$ cat config.mk
export PLATFORM = sky130hd
export DESIGN_NAME = sdram_request_arbiter
export DESIGN_NICKNAME = d
export VERILOG_FILES = /design/src/rtl/sdram_request_arbiter.sv
export SDC_FILE = /design/constraint.sdc
export NUM_CORES = 1
export LEC_CHECK = 0
export BUFFER_PORTS_ARGS = -buffer_cell sky130_fd_sc_hd__buf_2
export CORE_AREA = 2 2 102 104
export DETAILED_ROUTE_END_ITERATION = 16
export DIE_AREA = 0 0 104 106
export PLACE_DENSITY = 0.71
export SLEW_MARGIN = 30
export SYNTH_ARGS = -nofsm -noshare
export SYNTH_HDL_FRONTEND = slang
export SYNTH_SLANG_ARGS = --single-unit
$ cat constraint.sdc
create_clock -name activeClock -period 3.26 [get_ports activeClock]
set_clock_uncertainty 0.05 [all_clocks]
set_input_delay 0.652 -clock activeClock [delete_from_list [all_inputs] [get_ports activeClock]]
set_output_delay 0.652 -clock activeClock [all_outputs]
set_load 0.02 [all_outputs]
$ cat src/rtl/sdram_request_arbiter.sv
`default_nettype none
// ============================================================================
// Module   : sdram_request_arbiter
// Purpose  : Round-robin arbiter that shares a single-command SDRAM
//            controller between two request/ack clients (A = playback
//            reader, B = recording writer). Sequences the controller
//            handshake and guarantees every request is acknowledged,
//            either with data or with a timeout flag.
// Ports    : activeClock, reset      - clock, synchronous active-high reset
//            portX_request/address/writeData/isWriting - client request
//            portX_ack/readData/timeout                - client completion
//            sdram_*                  - controller command / status
//            activePort               - current or last grant (0 = A)
//            arbiterBusy              - high whenever not idle
// Revision : 1.0 - initial release
// ============================================================================
module sdram_request_arbiter #(
    parameter int ADDR_WIDTH     = 25,
    parameter int DATA_WIDTH     = 16,
    parameter int TIMEOUT_CYCLES = 4096
) (
    input  logic                  activeClock,
    input  logic                  reset,
    input  logic                  portA_request,
    input  logic [ADDR_WIDTH-1:0] portA_address,
    input  logic [DATA_WIDTH-1:0] portA_writeData,
    input  logic                  portA_isWriting,
    output logic                  portA_ack,
    output logic [DATA_WIDTH-1:0] portA_readData,
    output logic                  portA_timeout,
    input  logic                  portB_request,
    input  logic [ADDR_WIDTH-1:0] portB_address,
    input  logic [DATA_WIDTH-1:0] portB_writeData,
    input  logic                  portB_isWriting,
    output logic                  portB_ack,
    output logic [DATA_WIDTH-1:0] portB_readData,
    output logic                  portB_timeout,
    output logic [ADDR_WIDTH-1:0] sdram_address,
    output logic [DATA_WIDTH-1:0] sdram_inputData,
    output logic                  sdram_isWriting,
    output logic                  sdram_inputValid,
    input  logic [DATA_WIDTH-1:0] sdram_outputData,
    input  logic                  sdram_outputValid,
    input  logic                  sdram_isBusy,
    input  logic                  sdram_recievedCommand,
    output logic                  activePort,
    output logic                  arbiterBusy
);

    localparam int              c_WD_W     = $clog2(TIMEOUT_CYCLES) + 1;
    localparam logic [c_WD_W-1:0] c_WD_LIMIT = c_WD_W'(TIMEOUT_CYCLES - 1);
    localparam logic [c_WD_W-1:0] c_WD_MAX   = '1;

    typedef enum logic [1:0] {
        S_IDLE      = 2'd0,
        S_ISSUE     = 2'd1,
        S_WAIT_DONE = 2'd2,
        S_RESPOND   = 2'd3
    } state_t;

    state_t              r_state;
    state_t              w_next_state;
    logic                r_last_grant;
    logic [c_WD_W-1:0]   r_watchdog;
    logic                r_saw_busy;

    logic w_any_request;
    logic w_grant_port;
    logic w_in_flight;
    logic w_read_done;
    logic w_write_done;
    logic w_done;
    logic w_timeout;
    logic w_finish;

    // Tie goes to the port that did not win last; a lone requester always wins.
    assign w_any_request = portA_request | portB_request;
    assign w_grant_port  = (portA_request & portB_request) ? ~r_last_grant : ~portA_request;

    assign w_in_flight  = (r_state == S_ISSUE) || (r_state == S_WAIT_DONE);
    assign w_read_done  = (r_state == S_WAIT_DONE) && !sdram_isWriting && sdram_outputValid;
    // A write is finished once the controller has gone busy and come back;
    // a trailing autorefresh simply stretches the busy window.
    assign w_write_done = (r_state == S_WAIT_DONE) && sdram_isWriting && !sdram_isBusy && r_saw_busy;
    assign w_done       = w_read_done | w_write_done;
    // A genuine completion on the expiry cycle wins over the timeout.
    assign w_timeout    = w_in_flight && (r_watchdog == c_WD_LIMIT) && !w_done;
    assign w_finish     = w_done | w_timeout;

    always_comb begin
        w_next_state = r_state;
        case (r_state)
            S_IDLE: begin
                if (w_any_request) begin
                    w_next_state = S_ISSUE;
                end
            end
            S_ISSUE: begin
                if (w_timeout) begin
                    w_next_state = S_RESPOND;
                end else if (sdram_recievedCommand) begin
                    w_next_state = S_WAIT_DONE;
                end
            end
            S_WAIT_DONE: begin
                if (w_finish) begin
                    w_next_state = S_RESPOND;
                end
            end
            S_RESPOND: begin
                w_next_state = S_IDLE;
            end
            default: begin
                w_next_state = S_IDLE;
            end
        endcase
    end

    always_ff @(posedge activeClock) begin
        if (reset) begin
            r_state          <= S_IDLE;
            r_last_grant     <= 1'b1;
            r_watchdog       <= '0;
            r_saw_busy       <= 1'b0;
            sdram_address    <= '0;
            sdram_inputData  <= '0;
            sdram_isWriting  <= 1'b0;
            sdram_inputValid <= 1'b0;
            activePort       <= 1'b0;
            arbiterBusy      <= 1'b0;
            portA_ack        <= 1'b0;
            portA_readData   <= '0;
            portA_timeout    <= 1'b0;
            portB_ack        <= 1'b0;
            portB_readData   <= '0;
            portB_timeout    <= 1'b0;
        end else begin
            r_state     <= w_next_state;
            arbiterBusy <= (w_next_state != S_IDLE);

            // Completion outputs are single-cycle pulses; zero unless set below.
            portA_ack      <= 1'b0;
            portA_readData <= '0;
            portA_timeout  <= 1'b0;
            portB_ack      <= 1'b0;
            portB_readData <= '0;
            portB_timeout  <= 1'b0;

            if (w_in_flight && (r_watchdog != c_WD_MAX)) begin
                r_watchdog <= r_watchdog + c_WD_W'(1);
            end

            case (r_state)
                S_IDLE: begin
                    if (w_any_request) begin
                        activePort       <= w_grant_port;
                        sdram_address    <= w_grant_port ? portB_address   : portA_address;
                        sdram_inputData  <= w_grant_port ? portB_writeData : portA_writeData;
                        sdram_isWriting  <= w_grant_port ? portB_isWriting : portA_isWriting;
                        sdram_inputValid <= 1'b1;
                        r_watchdog       <= '0;
                        r_saw_busy       <= 1'b0;
                    end
                end
                S_ISSUE: begin
                    if (w_timeout || sdram_recievedCommand) begin
                        sdram_inputValid <= 1'b0;
                    end
                end
                S_WAIT_DONE: begin
                    if (sdram_isBusy) begin
                        r_saw_busy <= 1'b1;
                    end
                end
                S_RESPOND: begin
                    r_last_grant <= activePort;
                end
                default: begin
                end
            endcase

            if (w_finish) begin
                if (activePort) begin
                    portB_ack      <= 1'b1;
                    portB_readData <= w_read_done ? sdram_outputData : '0;
                    portB_timeout  <= w_timeout;
                end else begin
                    portA_ack      <= 1'b1;
                    portA_readData <= w_read_done ? sdram_outputData : '0;
                    portA_timeout  <= w_timeout;
                end
            end
        end
    end

endmodule
`default_nettype wire

==> results.sh <==
export IMPL_clock_sinks=98
export IMPL_cp_max_fo=8
export IMPL_startpoint_type="flop"
export IMPL_syn_avg_cell_area_sq_um=9.77
export IMPL_fill_cells=975
export IMPL_antenna_left=0
export IMPL_synth_area_sq_mm=0.00389
export IMPL_synth_warnings=0
export IMPL_p_leak_nw=2.48
export IMPL_slew_violations=0
export IMPL_status="complete, no violations"
export IMPL_hpwlAfterDp_mm=7.19
export IMPL_setup_tns_ns=0
export IMPL_maxCapViolations=0
export IMPL_yosys_cell_count_top_type="dfxtp_1"
export IMPL_first_pass_iters=4
export IMPL_worst_slew_pin_slew_ns=0.794
export IMPL_cts_tree="done"
export IMPL_clk_latency_ns=0.37
export IMPL_ys_top_cells_by_count="dfxtp_1, nor2_1, a211oi_1, mux2i_1, and2_1"
export IMPL_drc=0
export IMPL_first_global_vias=3304
export IMPL_clk_path_buf_depth=2
export IMPL_hold_violations=0
export IMPL_overflow=0
export IMPL_vias=3475
export IMPL_die_y_um=106
export IMPL_netlist_area_leader_share_pct=50.4
export IMPL_regArea_sq_mm=0.00196
export IMPL_period_share_pct=69.5
export IMPL_cp_required_ns=3.49
export IMPL_synth_top_flop_cell="dfxtp_1"
export IMPL_antenna_cells=0
export IMPL_grt_pass1_wl_mm=15.0
export IMPL_synth_edf_count=0
export IMPL_ff2ff_setup_slack_ns=1.0
export IMPL_antenna_found_initial=0
export IMPL_clkTransAtPathRegs_ns=0.11
export IMPL_clockRootBuffer="clkbuf_8"
export IMPL_grt_max_degree=44
export IMPL_grt_use_total_pct=16.8
export IMPL_multi_input_area_sq_mm=0.00182
export IMPL_syn_nets=511
export IMPL_fmax_mhz=442
export IMPL_cts_hold_buf=0
export IMPL_boundaryPins=188
export IMPL_cts_resized=0
export IMPL_port_buffers=187
export IMPL_hold_worst_slack_ns=0.436
export IMPL_rsz0062_at_grt="no"
export IMPL_critical_path_class="flop to flop"
export IMPL_cts_setup_buffers=0
export IMPL_core_sq_mm=0.0100
export IMPL_syn2layout_area_growth_pct=32.7
export IMPL_ys_seq_elements=98
export IMPL_yosysSeqAreaShare_pct=50.4
export IMPL_fin_nets=689
export IMPL_wl_per_cell_um=12.9
export IMPL_hp_class="input pin to flop"
export IMPL_setup_violations=0
export IMPL_synthArstFlopShare_pct=0
export IMPL_synth_cell_type_count=39
export IMPL_netlist_instances=398
export IMPL_rows=37
export IMPL_period_minus_slack_ns=2.26
export IMPL_maxSlewHeadroom_pct=46.9
export IMPL_start_util_pct=38.9
export IMPL_ir_drop_mv=0.443
export IMPL_h_tree_depth=3
export IMPL_dieArea_sq_mm=0.0110
export IMPL_routed_via_density=4.85
export IMPL_synth_area_leaders="dfxtp_1, mux2i_1, a211oi_1, nor2_1, and2_1"
export IMPL_drt_wl_total_mm=9.29
export IMPL_crit_path_end_kind="flop"
export IMPL_routabilityCongestion=0.771
export IMPL_p_per_area_mw_per_mm2=691
export IMPL_yosysTopAreaCell="dfxtp_1"
export IMPL_die_width_um=104
export IMPL_drive_gt1_share_pct=36.8
export IMPL_drt_iter0_markers=109
export IMPL_cts_buffers=9
export IMPL_cp_arrival_ns=2.49
## critical path, stage by stage, from the launching register on
cell and delay, ns:
dfxtp_1 0.42, inv_1 0.12, ha_1 0.37, inv_1 0.07, or3_1 0.48, or4_1 0.51, a21oi_1 0.17
## power by group
part	leakage [nW]	total (mW)	switching, mW	internal [mW]
clock network	0.104	0.840	0.463	0.377
logic	1.58	1.20	0.767	0.430
registers	0.802	1.53	0.125	1.41
total	2.48	3.57	1.35	2.21
## area by class of cell
class                   count  share of cell area [%]
repair buffers            192                    18.9
well taps                 136                    3.30
multi-input cells         269                    35.2
clock buffers               9                    2.40
inverters                   6                   0.436
clock inverters             7                    1.84
flip-flops and latches     98                    38.0
## kinds of logic (layout without fill, tap and decap cells)
group,Yosys count,in the layout,synth area share (%)
AOI/OAI and AO/OA,77,77,14.4
muxes,43,43,11.1
adders and majority gates,6,6,1.93
and+or+nand+nor,142,142,18.7
DFF,98,98,50.4
buffers and inverters,31,214,3.22
xor gates and xnor gates,1,1,0.225
## layout by cell type, fill, tap and decap left out, drive strengths merged, types with 7 or more instances in the layout
cell / netlist / layout
a211oi: 43 / 43
a21oi: 11 / 11
and2: 33 / 33
buf: 13 / 192
clkbuf: 12 / 9
dfxtp: 98 / 98
inv: 6 / 9
mux2i: 43 / 43
nand2: 13 / 13
nor2: 60 / 60
nor3: 13 / 13
o31ai: 7 / 7
or4: 7 / 7
## per-layer routing
layer	wire, um	track usage (%)	vias up
met5	0	0	-
met1	4000	19.9	1569
met4	131	7.05	0
met2	4600	28.8	118
li1	-	-	1776
met3	551	4.29	12
## sequential cells by signal, summed over array words and instances, names as in the netlist
signal	cells
portA_readData	16
arbiterBusy	1
r_last_grant	1
sdram_inputValid	1
portA_timeout	1
portA_ack	1
portB_readData	16
activePort	1
r_saw_busy	1
sdram_inputData	16
r_state	2
portB_ack	1
sdram_address	25
portB_timeout	1
sdram_isWriting	1
r_watchdog	13
## path summary, 6_finish.rpt
path / from / to / cells past startpoint
hold reg to reg: sdram_inputData[0] / sdram_inputData[0] / 2
setup / recovery: r_state[0] / r_watchdog[7] / 6
hold / removal: sdram_outputData[11] / portB_readData[11] / 2
setup reg to reg: r_state[0] / r_watchdog[7] / 6
## stage by stage
step                total power [mW]  cell area (sq um)  utilization, %  setup slack, ns  std cells
floorplan                       2.37               3890               -             1.17        398
CTS                             3.60               5160            51.6            0.997        717
detailed placement              2.76               4940            49.4             1.04        701
finish                          3.57               5160            51.6            0.995        717
global placement                2.73               4940            49.4             1.10        701
global route                    3.79               5160            51.6            0.800        717
Note: power is estimated with default switching activity, not from simulation.
